$ cat src/rtl/msi_bus_pkg.sv
// msi_bus_pkg: shared bus command/state encodings for the MSI snooping bus arbiter
package msi_bus_pkg;
  typedef enum logic [1:0] {BUS_RD, BUS_RDX, BUS_UPGR, BUS_FLUSH} bus_cmd_e;
  typedef enum logic [1:0] {IDLE, SNOOP, MEM, DONE} arb_state_e;
  function automatic int idx_w(input int n);
    return n > 1 ? $clog2(n) : 1;
  endfunction
endpackage

$ cat src/rtl/rr_arbiter.sv
// rr_arbiter: one-hot round-robin pick, searching upward from the index after last_i
module rr_arbiter #(
  parameter int N  = 2,
  parameter int SW = 1
) (
  input  logic [N-1:0]  req_i,
  input  logic [SW-1:0] last_i,
  output logic [N-1:0]  gnt_o
);
  // Walk offsets from farthest to nearest so the closest requester overwrites the rest
  always_comb begin
    gnt_o = '0;
    for (int i = N; i >= 1; i--)
      if (req_i[(int'(last_i) + i) % N]) gnt_o = N'(1) << ((int'(last_i) + i) % N);
  end
endmodule

$ cat src/rtl/msi_bus_arbiter.sv
// msi_bus_arbiter: serialises MSI bus transactions: round-robin grant, snoop broadcast,
// optional cache-to-cache supply with writeback, memory access, completion pulse
module msi_bus_arbiter
  import msi_bus_pkg::*;
#(
  parameter int NUM_CACHES    = 2,
  parameter int AWIDTH        = 9,
  parameter int DWIDTH        = 32,
  parameter int SNOOP_TIMEOUT = 15,
  localparam int SW = idx_w(NUM_CACHES)
) (
  input  logic                         clk,
  input  logic                         reset,
  input  logic [NUM_CACHES-1:0]        req,
  input  logic [2*NUM_CACHES-1:0]      req_cmd,
  input  logic [AWIDTH*NUM_CACHES-1:0] req_addr,
  input  logic [DWIDTH*NUM_CACHES-1:0] req_wdata,
  output logic [NUM_CACHES-1:0]        gnt,
  output logic [NUM_CACHES-1:0]        done,
  output logic [DWIDTH-1:0]            rdata,
  output logic                         rshared,
  output logic                         snoop_err,
  output logic                         snoop_valid,
  output logic [1:0]                   snoop_cmd,
  output logic [AWIDTH-1:0]            snoop_addr,
  output logic [SW-1:0]                snoop_src,
  input  logic [NUM_CACHES-1:0]        snoop_ack,
  input  logic [NUM_CACHES-1:0]        snoop_hit,
  input  logic [NUM_CACHES-1:0]        snoop_supply,
  input  logic [DWIDTH*NUM_CACHES-1:0] snoop_data,
  output logic                         mem_rd,
  output logic                         mem_wr,
  output logic [AWIDTH-1:0]            mem_addr,
  output logic [DWIDTH-1:0]            mem_wdata,
  input  logic [DWIDTH-1:0]            mem_rdata,
  input  logic                         mem_ready
);
  localparam int CW = $clog2(SNOOP_TIMEOUT + 1);
  arb_state_e state_q, state_d;
  bus_cmd_e cmd_q;
  logic [NUM_CACHES-1:0] gnt_q, win, hits, sups;
  logic [SW-1:0] last_q, src;
  logic [1:0] cmd_n;
  logic [AWIDTH-1:0] addr_q, addr_n;
  logic [DWIDTH-1:0] wdata_q, wdata_n, rdata_q, sup_data;
  logic [CW-1:0] cnt_q;
  logic rshared_q, err_q, we_q, all_ack, has_sup, snoop_exit, is_snoop, is_mem;

  rr_arbiter #(.N(NUM_CACHES), .SW(SW)) u_rr (.req_i(req), .last_i(last_q), .gnt_o(win));

  // The requester's own response lines are ignored; unacked caches count as miss
  assign all_ack    = &(snoop_ack | gnt_q);
  assign hits       = snoop_hit & snoop_ack & ~gnt_q;
  assign sups       = snoop_supply & snoop_ack & ~gnt_q;
  assign is_snoop   = state_q == SNOOP;
  assign is_mem     = state_q == MEM;
  assign snoop_exit = is_snoop && (all_ack || cnt_q == CW'(SNOOP_TIMEOUT - 1));

  // Descending scan: the lowest-index supplier is the last one written
  always_comb begin
    src      = '0;
    cmd_n    = '0;
    addr_n   = '0;
    wdata_n  = '0;
    sup_data = '0;
    has_sup  = 1'b0;
    for (int i = NUM_CACHES - 1; i >= 0; i--) begin
      if (gnt_q[i]) src = SW'(i);
      if (win[i]) begin
        cmd_n   = req_cmd[2*i +: 2];
        addr_n  = req_addr[AWIDTH*i +: AWIDTH];
        wdata_n = req_wdata[DWIDTH*i +: DWIDTH];
      end
      if (sups[i]) begin
        sup_data = snoop_data[DWIDTH*i +: DWIDTH];
        has_sup  = 1'b1;
      end
    end
  end

  always_ff @(posedge clk or posedge reset)
    if (reset) state_q <= IDLE;
    else state_q <= state_d;

  always_comb begin
    state_d = state_q;
    unique case (state_q)
      IDLE:  state_d = |req ? SNOOP : IDLE;
      SNOOP: if (snoop_exit)
               state_d = (cmd_q == BUS_UPGR || (cmd_q == BUS_RDX && has_sup)) ? DONE : MEM;
      MEM:   state_d = mem_ready ? DONE : MEM;
      DONE:  state_d = IDLE;
    endcase
  end

  always_ff @(posedge clk or posedge reset)
    if (reset) begin
      gnt_q     <= '0;
      last_q    <= SW'(NUM_CACHES - 1);
      cmd_q     <= BUS_RD;
      addr_q    <= '0;
      wdata_q   <= '0;
      rdata_q   <= '0;
      cnt_q     <= '0;
      rshared_q <= 1'b0;
      err_q     <= 1'b0;
      we_q      <= 1'b0;
    end else begin
      err_q <= snoop_exit && !all_ack;
      if (state_q == IDLE && |req) begin
        gnt_q   <= win;
        cmd_q   <= bus_cmd_e'(cmd_n);
        addr_q  <= addr_n;
        wdata_q <= wdata_n;
        cnt_q   <= '0;
      end
      if (is_snoop) cnt_q <= snoop_exit ? '0 : cnt_q + 1'b1;
      // A supplied BusRd line is written back so memory matches the now-Shared copy
      if (snoop_exit) begin
        rshared_q <= |hits;
        we_q      <= cmd_q == BUS_FLUSH || (cmd_q == BUS_RD && has_sup);
        if (has_sup && (cmd_q == BUS_RD || cmd_q == BUS_RDX)) begin
          rdata_q <= sup_data;
          if (cmd_q == BUS_RD) wdata_q <= sup_data;
        end
      end
      if (is_mem && mem_ready && !we_q) rdata_q <= mem_rdata;
      if (state_q == DONE) begin
        gnt_q  <= '0;
        last_q <= src;
      end
    end

  always_comb begin
    gnt         = gnt_q;
    done        = state_q == DONE ? gnt_q : '0;
    rdata       = rdata_q;
    rshared     = rshared_q;
    snoop_err   = err_q;
    snoop_valid = is_snoop;
    snoop_cmd   = is_snoop ? cmd_q : 2'b00;
    snoop_addr  = is_snoop ? addr_q : '0;
    snoop_src   = is_snoop ? src : '0;
    mem_rd      = is_mem && !we_q;
    mem_wr      = is_mem && we_q;
    mem_addr    = is_mem ? addr_q : '0;
    mem_wdata   = (is_mem && we_q) ? wdata_q : '0;
  end
endmodule
$ cat config.mk
export PLATFORM = sky130hd
export DESIGN_NAME = msi_bus_arbiter
export DESIGN_NICKNAME = d
export VERILOG_FILES = /design/src/rtl/msi_bus_pkg.sv /design/src/rtl/rr_arbiter.sv /design/src/rtl/msi_bus_arbiter.sv
export SDC_FILE = /design/constraint.sdc
export NUM_CORES = 1
export LEC_CHECK = 0
export CORE_AREA = 4 4 127 129
export CTS_CLUSTER_SIZE = 8
export DETAILED_ROUTE_END_ITERATION = 10
export DIE_AREA = 0 0 131 133
export PLACE_DENSITY = 0.77
export SLEW_MARGIN = 20
export SYNTH_ARGS = -nofsm -noshare
export SYNTH_HDL_FRONTEND = slang
export SYNTH_SLANG_ARGS = --single-unit
$ cat constraint.sdc
create_clock -name clk -period 3.05 [get_ports clk]
set_input_delay 0.7625 -clock clk [delete_from_list [all_inputs] [get_ports clk]]
set_output_delay 0.7625 -clock clk [all_outputs]
set_load 0.01 [all_outputs]
==> flow_summary.toml <==
[sta]
rsz0062_at_grt = "no"
fmax_mhz = 349
final_max_slew_viol_count = 0
tightest_slew_ns = 0.832
setup_tns_ns = 0
slew_headroom_pct = 44.5
timing.final.crit_share_pct = 94.1
finalCriticalPeriod_ns = 2.87
timing.hold.ws_ns = 0.485
hold_violations = 0
finClkSkew_ns = 0.00710
setup_viol = 0

[cts]
cts_resized = 0
cts_buffers = 9
ctsHoldBuffers = 0
htree_levels = 3
cts_buffer_depth = 2
root_buffer = "clkbuf_16"
clkLatencyLatePin_ns = 0.34
clk_pin_slew_ns = 0.06
cts.sinks = 87
tritoncts = "built"
post-cts-setup-buffer-count = 0

[synthesis]
syn_area_per_cell_um2 = 9.74
synth_seq_cells = 87
synth_flop_cell = "dfrtp_1"
async_reset_ff_share_pct = 100
synth-edff-count = 0
synth.net_count = 743
synthCells = 543
synthTopCellsByArea = "dfrtp_1 41%, mux2i_1 12%, a222oi_1 7.9%"
yosysSeqAreaShare_pct = 41.2
synth_warnings = 0
yosysTopAreaCell = "dfrtp_1"
synthesis.area_um2 = 5290
synth_top_area_share_pct = 40.7
synthDistinctLibCells = 38

[power]
power_density_nw_per_um2 = 749
power_leakage_nw = 3.88
ir_drop_uv = 329

[route]
dr.first_iter.drc_count = 546
antenna_left = 0
viasPerCell = 5.55
num_vias = 5567
drt-total-wl_um = 20700
drc = 0
dr.pass1.iters = 8
wl_per_cell_um = 20.7

[placement]
place_area_um2 = 8420
gp_congestion = 0.788
place_inst = 987
hpwl_um = 14800
port_buffers = 286

[worst_setup_path]
arrival_ns = 2.11
reg2reg_setup_slack_ns = 0.84
cp-startpoint = "state_q[0]"
worstReg2RegStart = "state_q[0]"
path_max_fanout = 35
cp-start-kind = "register"
crit_required_ns = 2.29
end_kind = "output port"
r2r-end = "wdata_q[17]"
worstSetupPathType = "register to output port"
worst_r2r_path_depth = 5

[floorplan]
core_um2 = 15000
die_area_um2 = 17400
chipHeight_um = 133
boundaryPins = 287
fp-row-count = 45
initial_core_util_pct = 35.2
die_x_um = 131

[grt]
grt_overflow = 0
grt_pass1_wl_um = 31200
grt_max_degree = 64
antenna_found_initial = 0
grt_use_total_pct = 23.1
grt_pass1_vias = 5559

[run]
maxCapViolations = 0

[cells_and_area]
drive_gt1_share_pct = 5.89
final_cells = 1003
mostFrequentLayoutCells = "286 x clkdlybuf4s50_1, 86 x dfrtp_1, 63 x mux2i_1, 45 x inv_1, 42 x a222oi_1"
fin_area_um2 = 8730
area_growth_pct = 65.0
mostFrequentLayoutCell = "clkdlybuf4s50_1"
finish.net_count = 1010
n_antenna_cell = 0

[hold_path]
hold-path-endpoint = "rshared"
hp-start = "rshared"
min_path_type = "register to register"
min_path_cells = 2

[outcome]
outcome = "complete, no violations"
worst max-delay path by stage:
| stage | depth (start not counted) | endpoint |
|---|---|---|
| after floorplan | 1 | addr_q[0] |
| after global placement | 5 | wdata_q[26] |
| after detailed placement | 5 | wdata_q[26] |
| after CTS | 5 | mem_rd |
| after global routing | 5 | mem_rd |
| final | 5 | mem_rd |
kinds of logic (layout without fill, tap and decap cells):
logic type                 count (synthesis)  after routing  share of synthesized area [%]
AOI/OAI and AO/OA                        165            165                           24.2
xor gates and xnor gates                   1              1                          0.166
and+or+nand+nor                          123            123                           13.2
adders and majority gates                  7              7                           1.66
buffers and inverters                     97            369                           7.64
muxes                                     63             63                           11.9
DFF                                       87             87                           41.2
layer usage:
layer	global-route usage [%]	wire, um	vias up
li1	-	-	2571
met1	29.7	8490	2703
met2	37.2	9940	259
met3	6.42	1800	34
met4	7.83	482	0
met5	0	0	-
flip-flops by register name, summed over array words and instances, names as in the netlist:
signal	count
wdata_q	32
rshared	1
cmd_q	2
addr_q	9
snoop_err	1
gnt	2
last_q	1
we_q	1
rdata	32
cnt_q	4
state_q	2
Yosys cell counts, types with 3 or more instances:
cell / instances
o21ai_0: 7
mux2i_1: 63
o211ai_1: 3
nor2_1: 5
clkbuf_1: 40
and3_1: 38
buf_2: 5
nor2b_1: 3
a21oi_1: 36
o22ai_1: 3
a21boi_0: 30
nand3_1: 31
and2_1: 23
a222oi_1: 42
nand2_1: 13
buf_6: 4
ha_1: 7
inv_1: 46
and3b_1: 4
o21ai_1: 3
dfrtp_1: 86
o2bb2ai_1: 31
per-stage QoR:
stage                     setup slack, ns  total power, W  utilization (%)
after CTS                           0.130         0.00660             58.1
after floorplan                    0.0390         0.00374                -
final                               0.181         0.00654             58.1
after detailed placement            0.245         0.00541             56.0
after global routing               0.0755         0.00697             58.1
after global placement              0.340         0.00533             56.0
power breakdown:
| group | internal, W | total (W) | switching [W] | leakage (nW) |
|---|---|---|---|---|
| clock | 0.000700 | 0.00116 | 0.000460 | 0.156 |
| combinational | 0.00177 | 0.00338 | 0.00162 | 2.62 |
| sequential | 0.00166 | 0.00199 | 0.000330 | 1.10 |
| total | 0.00413 | 0.00654 | 0.00241 | 3.88 |
critical path, stage by stage (launching register included):
cell	delay [ns]
dfrtp_1	0.42
inv_1	0.12
ha_1	0.23
buf_12	0.20
nor2b_1	0.19
clkdlybuf4s50_1	0.59
cell type report:
type                    instances  area [um^2]
fillers                      1317         6300
repair buffers                307         3100
multi-input cells             359         2730
flip-flops and latches         87         2180
clock buffers                  13          270
well taps                     188          235
inverters                      46          175
clock inverters                 3         40.0
(Power assumes the default switching activity.)
